File: src/rtl/wf_btn_pkg.sv
`default_nettype none
// ============================================================================
// Module   : wf_btn_pkg
// Brief    : Shared debounce state encodings, default timing and helpers for
//            the waveform push-button conditioner.
// Revision : 1.0 - initial release
// ============================================================================
package wf_btn_pkg;

  // Per-channel debounce state: bit 1 is the accepted level, bit 0 marks a
  // pending change that is still being qualified.
  typedef enum logic [1:0] {
    RELEASED     = 2'b00,
    PRESS_WAIT   = 2'b01,
    PRESSED      = 2'b10,
    RELEASE_WAIT = 2'b11
  } btn_state_e;

  // Defaults assume a 25 MHz system clock.
  localparam int DEFAULT_NUM_BTNS        = 3;
  localparam int DEFAULT_DEBOUNCE_CYCLES = 250000;    // 10 ms
  localparam int DEFAULT_REPEAT_DELAY    = 12500000;  // 500 ms
  localparam int DEFAULT_REPEAT_PERIOD   = 2500000;   // 100 ms

  // Width of a counter that must hold values 0 .. n-1 (at least one bit).
  function automatic int cnt_width(input int n);
    return (n < 2) ? 1 : $clog2(n);
  endfunction

endpackage : wf_btn_pkg
`default_nettype wire

File: src/rtl/wf_debounce_channel.sv
`default_nettype none
// ============================================================================
// Module   : wf_debounce_channel
// Brief    : One button channel: two-flop synchroniser, debounce counter and
//            state, press request, plus an optional hold/auto-repeat counter.
//            Optional feature macro: WF_BTN_AUTOREPEAT_EN
// Revision : 1.0 - initial release
// ============================================================================
module wf_debounce_channel
  import wf_btn_pkg::*;
#(
  parameter int DEBOUNCE_CYCLES = DEFAULT_DEBOUNCE_CYCLES,
  parameter int REPEAT_DELAY    = DEFAULT_REPEAT_DELAY,
  parameter int REPEAT_PERIOD   = DEFAULT_REPEAT_PERIOD
) (
  input  logic clk_i,
  input  logic rst_ni,
  input  logic btn_raw_i,
  output logic level_o,
  output logic req_o
);

  localparam int                C_CNT_W    = cnt_width(DEBOUNCE_CYCLES);
  localparam logic [C_CNT_W-1:0] C_CNT_LAST = C_CNT_W'(DEBOUNCE_CYCLES - 1);

  // Reject timing values the counters cannot represent.
  if (DEBOUNCE_CYCLES < 2 || REPEAT_DELAY < 1 || REPEAT_PERIOD < 1) begin : g_param_check
    $error("wf_debounce_channel: illegal timing parameters");
  end

  logic               sync1_q, sync2_q;
  btn_state_e         state_q, state_d;
  logic [C_CNT_W-1:0] cnt_q, cnt_d;
  logic               w_level, w_mismatch, w_done, w_press_req;

  // Two-flop synchroniser for the asynchronous raw input.
  always_ff @(posedge clk_i or negedge rst_ni) begin
    if (!rst_ni) begin
      sync1_q <= 1'b0;
      sync2_q <= 1'b0;
    end else begin
      sync1_q <= btn_raw_i;
      sync2_q <= sync1_q;
    end
  end

  assign w_level     = (state_q == PRESSED) || (state_q == RELEASE_WAIT);
  assign w_mismatch  = sync2_q ^ w_level;
  // Level flips on the edge after the counter has seen enough stable cycles.
  assign w_done      = w_mismatch && (cnt_q == C_CNT_LAST);
  assign w_press_req = w_done && !w_level;

  // Debounce state and counter registers.
  always_ff @(posedge clk_i or negedge rst_ni) begin
    if (!rst_ni) begin
      state_q <= RELEASED;
      cnt_q   <= '0;
    end else begin
      state_q <= state_d;
      cnt_q   <= cnt_d;
    end
  end

  // Next state: any return to the accepted level restarts qualification.
  always_comb begin
    state_d = state_q;
    cnt_d   = (w_mismatch && !w_done) ? cnt_q + 1'b1 : '0;
    case (state_q)
      RELEASED:     if (w_mismatch) state_d = w_done ? PRESSED : PRESS_WAIT;
      PRESS_WAIT:   if (!w_mismatch) state_d = RELEASED;
                    else if (w_done) state_d = PRESSED;
      PRESSED:      if (w_mismatch) state_d = w_done ? RELEASED : RELEASE_WAIT;
      RELEASE_WAIT: if (!w_mismatch) state_d = PRESSED;
                    else if (w_done) state_d = RELEASED;
      default:      state_d = RELEASED;
    endcase
  end

  assign level_o = w_level;

`ifdef WF_BTN_AUTOREPEAT_EN
  localparam int C_HOLD_W =
    cnt_width((REPEAT_DELAY > REPEAT_PERIOD) ? REPEAT_DELAY : REPEAT_PERIOD);
  localparam logic [C_HOLD_W-1:0] C_DELAY_LAST  = C_HOLD_W'(REPEAT_DELAY - 1);
  localparam logic [C_HOLD_W-1:0] C_PERIOD_LAST = C_HOLD_W'(REPEAT_PERIOD - 1);

  logic [C_HOLD_W-1:0] hold_q, hold_d;
  logic                rpt_q, rpt_d;
  logic                w_rpt_req;

  // Hold counter and first-repeat-done flag.
  always_ff @(posedge clk_i or negedge rst_ni) begin
    if (!rst_ni) begin
      hold_q <= '0;
      rpt_q  <= 1'b0;
    end else begin
      hold_q <= hold_d;
      rpt_q  <= rpt_d;
    end
  end

  // Count from the press; first repeat after the delay, then every period.
  always_comb begin
    hold_d    = hold_q + 1'b1;
    rpt_d     = rpt_q;
    w_rpt_req = 1'b0;
    if (!w_level || w_done) begin
      // Not held, or a release is being accepted this edge.
      hold_d = '0;
      rpt_d  = 1'b0;
    end else if ((!rpt_q && hold_q == C_DELAY_LAST) ||
                 ( rpt_q && hold_q == C_PERIOD_LAST)) begin
      w_rpt_req = 1'b1;
      hold_d    = '0;
      rpt_d     = 1'b1;
    end
  end

  assign req_o = w_press_req | w_rpt_req;
`else
  assign req_o = w_press_req;
`endif

endmodule : wf_debounce_channel
`default_nettype wire

File: src/rtl/wf_button_conditioner.sv
`default_nettype none
// ============================================================================
// Module   : wf_button_conditioner
// Brief    : Synchronises and debounces the board push-buttons and emits a
//            one-hot single-cycle press pulse (lowest index wins, others are
//            dropped and flagged) plus debounced levels.
//            Optional feature macro: WF_BTN_AUTOREPEAT_EN (hold auto-repeat)
// Revision : 1.0 - initial release
// ============================================================================
module wf_button_conditioner
  import wf_btn_pkg::*;
#(
  parameter int NUM_BTNS        = DEFAULT_NUM_BTNS,
  parameter int DEBOUNCE_CYCLES = DEFAULT_DEBOUNCE_CYCLES,
  parameter int REPEAT_DELAY    = DEFAULT_REPEAT_DELAY,
  parameter int REPEAT_PERIOD   = DEFAULT_REPEAT_PERIOD
) (
  input  logic                clk,
  input  logic                rst,          // asynchronous, active low
  input  logic [NUM_BTNS-1:0] btn_raw,
  output logic [NUM_BTNS-1:0] btn_level,
  output logic [NUM_BTNS-1:0] btn_pulse,
  output logic                btn_dropped
);

  logic [NUM_BTNS-1:0] w_req;
  logic [NUM_BTNS-1:0] pulse_d, pulse_q;
  logic                dropped_d, dropped_q;

  for (genvar gi = 0; gi < NUM_BTNS; gi++) begin : g_chan
    wf_debounce_channel #(
      .DEBOUNCE_CYCLES (DEBOUNCE_CYCLES),
      .REPEAT_DELAY    (REPEAT_DELAY),
      .REPEAT_PERIOD   (REPEAT_PERIOD)
    ) u_chan (
      .clk_i     (clk),
      .rst_ni    (rst),
      .btn_raw_i (btn_raw[gi]),
      .level_o   (btn_level[gi]),
      .req_o     (w_req[gi])
    );
  end

  // Lowest-index request wins; the rest are discarded, not deferred.
  always_comb begin
    pulse_d = '0;
    for (int i = NUM_BTNS - 1; i >= 0; i--) begin
      if (w_req[i]) begin
        pulse_d    = '0;
        pulse_d[i] = 1'b1;
      end
    end
    dropped_d = |(w_req & ~pulse_d);
  end

  // Output registers, updated on the same edge as the debounced levels.
  always_ff @(posedge clk or negedge rst) begin
    if (!rst) begin
      pulse_q   <= '0;
      dropped_q <= 1'b0;
    end else begin
      pulse_q   <= pulse_d;
      dropped_q <= dropped_d;
    end
  end

  assign btn_pulse   = pulse_q;
  assign btn_dropped = dropped_q;

endmodule : wf_button_conditioner
`default_nettype wire

File: config.mk
export PLATFORM = sky130hd
export DESIGN_NAME = wf_button_conditioner
export DESIGN_NICKNAME = d
export VERILOG_FILES = /design/src/rtl/wf_btn_pkg.sv /design/src/rtl/wf_debounce_channel.sv /design/src/rtl/wf_button_conditioner.sv
export SDC_FILE = /design/constraint.sdc
export NUM_CORES = 1
export LEC_CHECK = 0
export CAP_MARGIN = 20
export CORE_MARGIN = 4
export CORE_UTILIZATION = 54
export CTS_CLUSTER_DIAMETER = 100
export CTS_CLUSTER_SIZE = 16
export DETAILED_ROUTE_END_ITERATION = 7
export GPL_TIMING_DRIVEN = 0
export PLACE_DENSITY = 0.75
export SLEW_MARGIN = 20
export SYNTH_ARGS = -nofsm -noshare
export SYNTH_HDL_FRONTEND = slang
export SYNTH_SLANG_ARGS = --single-unit
File: constraint.sdc
create_clock -name clk -period 1.85 [get_ports clk]
set_clock_uncertainty 0.1 [all_clocks]
set_input_delay 0.185 -clock clk [delete_from_list [all_inputs] [get_ports clk]]
set_output_delay 0.185 -clock clk [all_outputs]
set_load 0.1 [all_outputs]
==> impl_metrics.toml <==
[power_and_ir_drop]
leakage_nw = 1.68
p_per_area_nw_per_um2 = 673
ir_worst_vdd_v = 0.000416
total_power_mw = 2.78

[route]
drc = 0
detail-route-antenna-nets = 0
wl_per_cell_um = 16.4
first_pass_iters = 4
via_per_inst = 5.89
drtIter0Drc = 232
wirelength_um = 7410
num_vias = 2669

[floorplan]
die_y_um = 84.6
io_pins = 12
initial_utilization_pct = 56.6
dieArea_um2 = 7160
core_region_area_um2 = 5610
rows = 27
die_w_um = 84.6

[synth]
synth_seq_cells = 67
syn_nets = 322
ys_warn_count = 0
yosys.area.top_type_share_pct = 52.9
synth_ff_type = "dfrtp_1"
synth_common_cells = "dfrtp_1 (67), nor2_1 (44), xnor2_1 (23), nand2_1 (22)"
netlist_instances = 314
ys_types = 35
synth_most_common_cell = "dfrtp_1"
synth.cell_area_um2 = 3170
synth_edf_count = 0
ys_seq_area_share_pct = 52.9
ys_top_cells_by_area = "dfrtp_1 (53%), xnor2_1 (6.4%), nor2_1 (5.2%), or4_1 (3.1%), xor2_1 (3.0%)"
async_reset_ff_share_pct = 100
postSynthAreaPerCell_um2 = 10.1
yosysTopAreaCell = "dfrtp_1"

[worst_setup_path]
path_cells = "or4_4 -> or4_4 -> o21ai_4 -> buf_12 -> a21oi_1"
required_ps = 1960
worst_setup_path_end_kind = "flop"
crit_path_start_kind = "flop"
worstSetupPathType = "reg2reg"
crit_buf_inv = 1
critPathMaxFanout = 9
path_common_cell = "or4_4"
cp.arrival_ps = 2200
path_delay_family = "simple AND/OR/NAND/NOR gates"
max_stage_delay_ps = 530
crit_slowest_cell = "or4_4"

[sta]
fin_ws_ps = -243
tightest_slew_ps = 967
setup_viol = 28
fin_crit_sh_pct = 113
rsz0062_at_grt = "yes"
finalHoldViolCount = 0
hold-worst-slack_ps = 166
max_slew_margin_pct = 35.8
slew_violations = 0
max_freq_mhz = 478
min_period_ps = 2090

[grt]
track_usage_pct = 20.9
grt_remaining_overflow = 0
grt_pass1_wl_um = 11900
grt_max_degree = 48
first_global_vias = 2555
antenna_found_initial = 0

[place]
gp_congestion = 0.810
portBuffers = 11
place_hpwl_um = 4200
dpl_worst_slack_ps = -383
dpl.cell_count = 398

[clocking]
cts_sinks = 67
cts.clk_slew.worst_paths_ps = 80
cts_max_level = 3
root_buffer = "clkbuf_8"
cts_buffers = 9
cts_tree = "built"
cts_buffer_depth = 2
insertion_delay_ps = 340

[cells_and_area]
fillers = 380
diodes = 0
stdcell_count = 453
areaGrowthSynthToFinish_pct = 30.2
nets = 384
drive_gt1_share_pct = 31.0

[min_path]
hp-class = "in2async"

[run_status]
failed_checks = "negative setup slack"
status = "finished, violations left"

[run]
maxCapViolCount = 0
## cell families (layout without fill, tap and decap cells)
kind of cell	after synthesis	count (layout)	synth area share, %
compound gates	41	41	7.89
xor+xnor	34	34	9.39
fa+ha+maj	4	4	1.50
buf+inv	23	90	3.43
flops	67	67	52.9
mux	1	1	0.355
simple gates	144	144	24.6
## power by group
group / switching, mW / internal (mW) / total (mW) / leakage, nW
Clock: 0.537 / 0.558 / 1.09 / 0.0905
Combinational: 0.0969 / 0.0801 / 0.177 / 0.676
Sequential: 0.0222 / 1.49 / 1.51 / 0.912
Total: 0.656 / 2.13 / 2.78 / 1.68
## layout make-up
class                      instances  area (µm²)  area share, %
multi-input combinational        224        1600           38.7
clock inverter                     2        10.0          0.242
buffer                            10        67.6           1.64
inverter                          11        41.3           1.00
clock buffer                      14         163           3.94
tap                               72        90.1           2.18
sequential                        67        1680           40.7
timing repair buffer              53         480           11.6
## worst reg2reg max path, delay by kind of cell (launching register included)
| family | cells | cell delay (ps) |
|---|---|---|
| buf+inv | 1 | 160 |
| simple gates | 2 | 1020 |
| flops | 1 | 390 |
| compound gates | 2 | 300 |
## layer usage
layer	vias up	track usage [%]	wire, µm
li1	1238	-	-
met1	1332	27.1	3120
met2	80	34.4	3730
met3	19	3.63	370
met4	0	9.06	191
met5	-	0	0
## through the flow
step | cell area [µm²] | utilization (%) | setup TNS (ps)
2_1_floorplan | 3210 | - | -2400
3_3_place_gp | 3410 | 60.8 | -121660
3_5_place_dp | 3430 | 61.2 | -12320
4_1_cts | 3960 | 70.5 | -4960
5_1_grt | 4130 | 73.7 | -7250
6_report | 4130 | 73.7 | -5070
## repair_timing
item | CTS | global route
buffers inserted | 29 | 9
hold endpoints to repair | 67 | 0
hold buffers | 1 | 0
pin swaps | 20 | 14
gates cloned | 1 | 1
endpoints found under the setup margin | 61 | 60
gates resized for setup | 40 | 41
## placed cells by master, fill, tap and decap left out, drive strengths merged
cell           count
and4               4
o21ai             12
clkinv             2
dlygate4sd2        3
dlygate4sd3        1
a21oi             17
mux2               1
maj3               1
dfrtp             67
clkdlybuf4s18      1
or4               15
xnor2             23
clkdlybuf4s15      1
nand3             19
nand2b             1
clkbuf            18
xor2              11
inv               11
nor4b              3
nand2             22
nand4              8
and3               3
buf               50
clkdlybuf4s50      3
o31ai             11
nor2b              1
nor4              10
nor3               3
nor3b              1
or3               10
o21bai             1
ha                 3
nor2              44
## worst paths after layout
| path | end | from | slack (ps) | cells after the start |
|---|---|---|---|---|
| worst max-delay path | g_chan[0].u_chan.cnt_q[17] | g_chan[0].u_chan.cnt_q[10] | -240 | 5 |
| min in group clk | g_chan[0].u_chan.sync1_q | btn_raw[0] | 180 | 1 |
| worst min register to register | g_chan[2].u_chan.sync2_q | g_chan[2].u_chan.sync1_q | 240 | 0 |
| max in group asynchronous | g_chan[1].u_chan.cnt_q[9] | rst | 950 | 3 |
| worst max register to register | g_chan[0].u_chan.cnt_q[17] | g_chan[0].u_chan.cnt_q[10] | -240 | 5 |
| worst min-delay path | g_chan[2].u_chan.cnt_q[7] | rst | 170 | 2 |
## sequential cells by signal, summed over array words and instances (netlist names)
signal and flops:
g_chan.u_chan.sync2_q 3, btn_pulse 3, btn_dropped 1, g_chan.u_chan.sync1_q 3
g_chan.u_chan.cnt_q 54, g_chan.u_chan.state_q 3
Power figures use the tool's default switching activity.
